File: src/rtl/router_fsm.sv
// rtl/router_fsm.sv - control FSM of the 1x3 packet router
// Sequences header decode, payload/parity load and parity check; Moore strobes out.
module router_fsm (
   input  logic       clk,
   input  logic       rstn,
   input  logic       pkt_valid,
   input  logic       parity_done,
   input  logic       sft_rst0,
   input  logic       sft_rst1,
   input  logic       sft_rst2,
   input  logic       fifo_full,
   input  logic       low_pkt_valid,
   input  logic       fifo_empty0,
   input  logic       fifo_empty1,
   input  logic       fifo_empty2,
   input  logic [1:0] data_in,
   output logic       busy,
   output logic       detect_add,
   output logic       ld_state,
   output logic       laf_state,
   output logic       full_state,
   output logic       write_enb_reg,
   output logic       rst_int_reg,
   output logic       lfd_state
);

   typedef enum logic [2:0] {
      DECODE_ADDRESS     = 3'b000,
      LOAD_FIRST_DATA    = 3'b001,
      LOAD_DATA          = 3'b010,
      LOAD_PARITY        = 3'b011,
      CHECK_PARITY_ERROR = 3'b100,
      FIFO_FULL_STATE    = 3'b101,
      LOAD_AFTER_FULL    = 3'b110,
      WAIT_TILL_EMPTY    = 3'b111
   } state_t;

   state_t     state_q, state_d;
   logic [1:0] addr_q, addr_d;
   logic       hdr_empty;
   logic       latched_empty;
   logic       latched_sft_rst;

   always_ff @(posedge clk or negedge rstn) begin
      if (!rstn) begin
         state_q <= DECODE_ADDRESS;
         addr_q  <= 2'd0;
      end else begin
         state_q <= state_d;
         addr_q  <= addr_d;
      end
   end

   // Header byte selects its FIFO directly; later states use the latched address.
   always_comb begin
      hdr_empty       = 1'b0;
      latched_empty   = 1'b0;
      latched_sft_rst = 1'b0;
      case (data_in)
         2'd0:    hdr_empty = fifo_empty0;
         2'd1:    hdr_empty = fifo_empty1;
         2'd2:    hdr_empty = fifo_empty2;
         default: hdr_empty = 1'b0;
      endcase
      case (addr_q)
         2'd0:    begin latched_empty = fifo_empty0; latched_sft_rst = sft_rst0; end
         2'd1:    begin latched_empty = fifo_empty1; latched_sft_rst = sft_rst1; end
         2'd2:    begin latched_empty = fifo_empty2; latched_sft_rst = sft_rst2; end
         default: begin latched_empty = 1'b0;        latched_sft_rst = 1'b0;     end
      endcase
   end

   always_comb begin
      state_d = state_q;
      addr_d  = addr_q;
      if (state_q == DECODE_ADDRESS && pkt_valid) addr_d = data_in;
      case (state_q)
         DECODE_ADDRESS: begin
            if (pkt_valid && data_in != 2'd3)
               state_d = hdr_empty ? LOAD_FIRST_DATA : WAIT_TILL_EMPTY;
         end
         LOAD_FIRST_DATA: state_d = LOAD_DATA;
         LOAD_DATA: begin
            if (fifo_full)       state_d = FIFO_FULL_STATE;
            else if (!pkt_valid) state_d = LOAD_PARITY;
         end
         FIFO_FULL_STATE: begin
            if (!fifo_full) state_d = LOAD_AFTER_FULL;
         end
         LOAD_AFTER_FULL: begin
            if (parity_done)        state_d = DECODE_ADDRESS;
            else if (low_pkt_valid) state_d = LOAD_PARITY;
            else                    state_d = LOAD_DATA;
         end
         LOAD_PARITY: state_d = CHECK_PARITY_ERROR;
         CHECK_PARITY_ERROR: state_d = fifo_full ? FIFO_FULL_STATE : DECODE_ADDRESS;
         WAIT_TILL_EMPTY: begin
            if (latched_empty) state_d = LOAD_FIRST_DATA;
         end
         default: state_d = DECODE_ADDRESS;
      endcase
      // Destination soft reset abandons the packet from any busy state.
      if (state_q != DECODE_ADDRESS && latched_sft_rst) state_d = DECODE_ADDRESS;
   end

   assign detect_add    = (state_q == DECODE_ADDRESS);
   assign lfd_state     = (state_q == LOAD_FIRST_DATA);
   assign ld_state      = (state_q == LOAD_DATA);
   assign full_state    = (state_q == FIFO_FULL_STATE);
   assign laf_state     = (state_q == LOAD_AFTER_FULL);
   assign rst_int_reg   = (state_q == CHECK_PARITY_ERROR);
   assign write_enb_reg = (state_q == LOAD_DATA) || (state_q == LOAD_PARITY) ||
                          (state_q == LOAD_AFTER_FULL);
   assign busy          = !((state_q == DECODE_ADDRESS) || (state_q == LOAD_DATA));

endmodule

File: config.mk
export PLATFORM = sky130hd
export DESIGN_NAME = router_fsm
export DESIGN_NICKNAME = d
export VERILOG_FILES = /design/src/rtl/router_fsm.sv
export SDC_FILE = /design/constraint.sdc
export NUM_CORES = 1
export LEC_CHECK = 0
export ABC_AREA = 0
export BUFFER_PORTS_ARGS = -buffer_cell sky130_fd_sc_hd__buf_2
export CORE_AREA = 2 2 39 41
export DETAILED_ROUTE_END_ITERATION = 16
export DIE_AREA = 0 0 41 43
export PLACE_DENSITY = 0.8
export SLEW_MARGIN = 20
export SYNTH_ARGS = -nofsm -noshare
export SYNTH_HDL_FRONTEND = slang
export SYNTH_SLANG_ARGS = --single-unit
File: constraint.sdc
create_clock -name clk -period 3.3 [get_ports clk]
set_input_delay 0.33 -clock clk [delete_from_list [all_inputs] [get_ports clk]]
set_output_delay 0.33 -clock clk [all_outputs]
set_load 0.1 [all_outputs]
==> results of run 1 <==
## layer usage
layer  global-route usage (%)  part of all wire, %
met2                    26.25                   53
met4                    5.333                    0
met1                    17.48                   42
met5                        0                    0
met3                    5.236                  4.3
## repair_timing
| action | 4_1_cts | 5_1_grt |
|---|---|---|
| endpoints found under the hold margin | 5 | 0 |
| endpoints found under the setup margin | 0 | 0 |
| hold buffers | 1 | 0 |
## synthesized netlist by cell type (all sizes together)
master and number:
a21oi 2, nor2 3, nand3b 4, mux2i 3, nand2b 2, o211ai 1
o211a 1, clkbuf 1, a41oi 1, and3b 1, nand2 5, mux2 4
nor3b 2, o21ai 5, dfrtp 5, nand4 1, or2 1, o22a 1
a22oi 1, o221ai 1, o22ai 2, and2 2, buf 3, nor2b 2
nor3 1, a22o 2, and2b 1, and3 1, a211o 1, inv 1
## path summary, 6_finish.rpt
| check | startpoint | to | slack [ns] | cells past startpoint |
|---|---|---|---|---|
| worst max-delay path | state_q[0] | detect_add | 1.31 | 2 |
| worst min-delay path | data_in[0] | addr_q[0] | 0.36 | 2 |
| worst max register to register | state_q[2] | state_q[0] | 1.61 | 5 |
| worst min register to register | addr_q[1] | addr_q[1] | 0.63 | 1 |
| max in group asynchronous | rstn | addr_q[1] | 2.72 | 2 |
| min in group asynchronous | rstn | state_q[1] | 0.43 | 2 |
## cells by family (layout without fill, tap and decap cells)
| logic type | after synthesis | after routing | synth area share (%) |
|---|---|---|---|
| simple gates | 26 | 26 | 29.65 |
| compound gates | 18 | 18 | 23.23 |
| mux | 7 | 7 | 16.15 |
| flops | 5 | 5 | 22.12 |
| buf+inv | 5 | 27 | 8.850 |
## flip-flops by register name, summed over array words and instances (netlist names)
| signal | cells |
|---|---|
| state_q | 3 |
| addr_q | 2 |
## area by class of cell
| class | instances | area [µm²] | area share (%) |
|---|---|---|---|
| inverter | 1 | 3.754 | 0.5505 |
| tap | 16 | 20.02 | 2.936 |
| clock inverter | 1 | 5.005 | 0.7339 |
| timing repair buffer | 22 | 115.1 | 16.88 |
| multi-input combinational | 51 | 390.4 | 57.25 |
| sequential | 5 | 125.1 | 18.35 |
| clock buffer | 3 | 22.52 | 3.303 |
## layout by cell type (no fill, tap or decap), drive strengths merged
cell type	n
clkbuf	3
mux2	4
dfrtp	5
nor3b	2
nand3b	4
nor3	1
a211o	1
and2b	1
a41oi	1
nand2	5
and2	2
inv	1
a22o	2
nand2b	2
buf	21
o22a	1
or2	1
mux2i	3
o211a	1
o22ai	2
o221ai	1
nor2	3
and3	1
and3b	1
nor2b	2
a21oi	2
o211ai	1
clkinv	1
a22oi	1
o21ai	5
dlygate4sd3	1
nand4	1
## stage by stage
step	hold WS [ns]	setup slack (ns)
after global placement	0.1467	1.597
after CTS	0.3603	1.308
after global routing	0.3627	1.189
final	0.3646	1.312
after detailed placement	0.1545	1.575
after floorplan	0.03441	0.05201
==> metrics, run 1 <==
Design Area, Final 681.9 µm²; Synth area leader dfrtp_1; DRT Pass-1 Iters 3; DIE HEIGHT 43 µm; relative slew slack 67.93%; syn_area_per_cell 9.271 µm²; Die Width 41 µm; port bufs 21; Synth Cell Area 565.5 µm²; Critical Path AT 1.66 ns; fin. max-slew vios 0; Max clock buf depth 2; Initial Utilization 40.87%; post-synthesis sequential area ratio 22.12%; Crit-path slowest cell dfrtp_1; gr usage total 15.69%; CTS tree built; Setup CP Type reg -> out; critical path, cell by cell nor3_2 -> buf_2; total core area 0.001384 mm²; unrepaired setup endpoints after global routing false; row cnt 14; I/O Pins 22; Detailed Route Iter0 Violations 11; final HPWL from detailed placement 1077 µm; placed insts 94; post-route ant nets 0; via count 546; dpl cell area 644.4 µm²; largest stage delay on the critical path 0.51 ns; TNS Setup 0 ns; WP buf/inv 1; vias in the first global route 473; routed len/inst 13.31 µm; clk root buf clkbuf_4; top-area cell type share of the netlist area 22.12%; top post-synthesis cells by area dfrtp_1 22%, nand3b_1 5.3%, mux2_1 4.0%; Num CTS Buffers 3; gr ovfl total 0; period utilization 60.23%; Diodes inserted 0; Final Instance Count excl. Fillers 99; hold crit path type in -> reg; FF+latch count, synth 5; Slew @ Worst Pin 0.4844 ns; Cells after Synth 61; clock insertion delay at the later pin of the skew report 0.24 ns; Layout area overhead 20.58%; status finished clean; FILL cells 133; CP Data Required Time 2.97 ns; Ys Warns 0; critical path endpoint category primary output; Placer Congestion 0.8796; Detailed Route WL 1318 µm; crit-path max FO 14; Worst Clk Skew 0.006959 ns; post-DR vias/cell 5.515; CTS H-tree lvls 1; syn_nets 75; startpoint types register; initial antenna violation count 0; Fmax 503.1 MHz; Post-CTS Setup Inserts 0; Post-CTS Resized 0; final core occ 49.28%; first-pass GRT wire length 1890 µm; setup violators final 0; share of cells above drive strength 1 39.76%; Top delay family on crit path flip-flops; synth unique cells 39; die area 0.001763 mm²; Worst-path clk slew 0.05 ns; largest net degree at the start of global routing 15; Sink Count 5; final hold vios 0; fin crit period 1.988 ns; final net count 98; max cap viols 0; DRC viols 0
Power of run 1 is left out: the tool's default activity adds up to more than one toggle a clock period on the data nets, which glitch-free logic cannot reach.
==> inputs of run 2 (changes only) <==
Clock period 3.3 ns to 2.08 ns, I/O delays scaled along.
==> metrics, run 2 (synthesis gave the netlist of run 1 again) <==
Critical Path AT 1.69 ns (+0.03 ns); dpl cell area 665.6 µm² (+3.3%); final HPWL from detailed placement 1009 µm (-6.3%); critical path, cell by cell nor2b_1 -> and2_1 -> buf_2; final hold vios 0 (unchanged); WP buf/inv 1 (unchanged); Top reg by flops state_q; Crit-path slowest cell dfrtp_1; CP Data Required Time 1.87 ns (-1.10 ns); DIE HEIGHT 43 µm (unchanged); gr usage total 16.63% (+0.94 points); Regs by FF count state_q (3), addr_q (2); vias in the first global route 516 (+9.1%); Worst Clk Skew 0.002720 ns (-0.004239 ns); Diodes inserted 0 (unchanged); fin. max-slew vios 0 (unchanged); port bufs 21 (unchanged); share of cells above drive strength 1 40.96% (+1.2 points); total core area 0.001384 mm² (unchanged); Worst-path clk slew 0.04 ns (about the same); Die Width 41 µm (unchanged); fin crit period 1.894 ns; Detailed Route Iter0 Violations 10 (-1); setup violators final 0 (unchanged); R2R setup slack 0.36 ns (-1.25 ns); Slew @ Worst Pin 0.5305 ns (+0.04609 ns); Design Area, Final 701.9 µm² (+2.9%); I/O Pins 22 (unchanged); Layout area overhead 24.12%; commonest cells after routing, fill and taps aside 21 x buf_2, 5 x nand2_1, 5 x dfrtp_1; most common cell after layout, fill and taps aside buf_2; Max clock buf depth 2 (unchanged); Initial Utilization 40.87% (unchanged); initial antenna violation count 0 (unchanged); DRT Pass-1 Iters 4 (+1); final net count 98 (unchanged); gr ovfl total 0 (unchanged); clk root buf clkbuf_4; crit-path max FO 14 (unchanged); CTS H-tree lvls 1 (unchanged); CTS tree built; die area 0.001763 mm² (unchanged); via count 553 (+1.3%); startpoint types register; hold crit path type in -> reg; final core occ 50.72% (+1.4 points); Num CTS Buffers 3 (unchanged); max cap viols 0 (unchanged); Placer Congestion 0.9118 (+3.7%); status finished clean; first-pass GRT wire length 2028 µm (+7.3%); row cnt 14 (unchanged); Fmax 528.0 MHz; clock insertion delay at the later pin of the skew report 0.24 ns (about the same); FILL cells 136 (+2.3%); relative slew slack 64.64% (-3.3 points); post-DR vias/cell 5.586 (+1.3%); max reg flops 3 (unchanged); DRC viols 0 (unchanged); Post-CTS Resized 0 (unchanged); largest net degree at the start of global routing 15 (unchanged); Detailed Route WL 1256 µm (-4.7%); post-route ant nets 0 (unchanged); largest stage delay on the critical path 0.67 ns (+0.16 ns); Sink Count 5 (unchanged); period utilization 91.06%; routed len/inst 12.69 µm (-4.7%); unrepaired setup endpoints after global routing false; Setup CP Type reg -> out; Top delay family on crit path flip-flops; critical path endpoint category primary output
run 2: cell types whose count changed in the layout (fill, tap and decap cells not counted), sizes merged:
cell    change
clkbuf      +1
clkinv      -1
run 2: worst reg2reg max path: stages, from the launching register on:
cell	delay (ns)
dfrtp_1	0.55
and3b_1	0.29
a22o_1	0.25
o22ai_2	0.15
o21ai_0	0.12
a22o_1	0.24
run 2: layout make-up:
class                   count  area [µm²]  share of cell area [%]
multi-input cells          51       411.6                   58.65
inverters                   1       3.754                  0.5348
clock buffers               4       26.28                   3.743
well taps                  16       20.02                   2.852
flip-flops and latches      5       125.1                   17.83
repair buffers             22       115.1                   16.40
run 2: path summary, 6_finish.rpt:
| check | endpoint | depth (start not counted) | start |
|---|---|---|---|
| worst max-delay path | rst_int_reg | 3 | state_q[2] |
| worst min-delay path | addr_q[0] | 2 | data_in[0] |
| worst max register to register | state_q[0] | 5 | state_q[0] |
| worst min register to register | addr_q[1] | 1 | addr_q[1] |
| max in group asynchronous | state_q[2] | 2 | rstn |
| min in group asynchronous | addr_q[1] | 2 | rstn |
run 2: metrics by stage:
| stage | setup slack, ns | cells | TNS, ns | hold WS [ns] |
|---|---|---|---|---|
| finish | 0.1860 | 99 | 0 | 0.2426 |
| detailed placement | 0.3904 | 94 | 0 | 0.02394 |
| global route | 0.08045 | 99 | 0 | 0.2569 |
| global placement | 0.4627 | 94 | 0 | 0.02515 |
| floorplan | -0.1706 | 61 | -0.3150 | -0.08759 |
| CTS | 0.1894 | 99 | 0 | 0.2360 |
run 2: metal layers:
metal	part of all wire (%)	track usage [%]
met5	0	0
met4	0	6.000
met3	4.4	3.141
met2	52	27.19
met1	44	20.60
run 2: timing repair:
action                                  in CTS  in global routing
hold buffers                                 1                  0
endpoints found under the setup margin       0                  0
setup buffers                                0                  0
hold endpoints to repair                     5                  0
Power of run 2 is left out for the same reason.
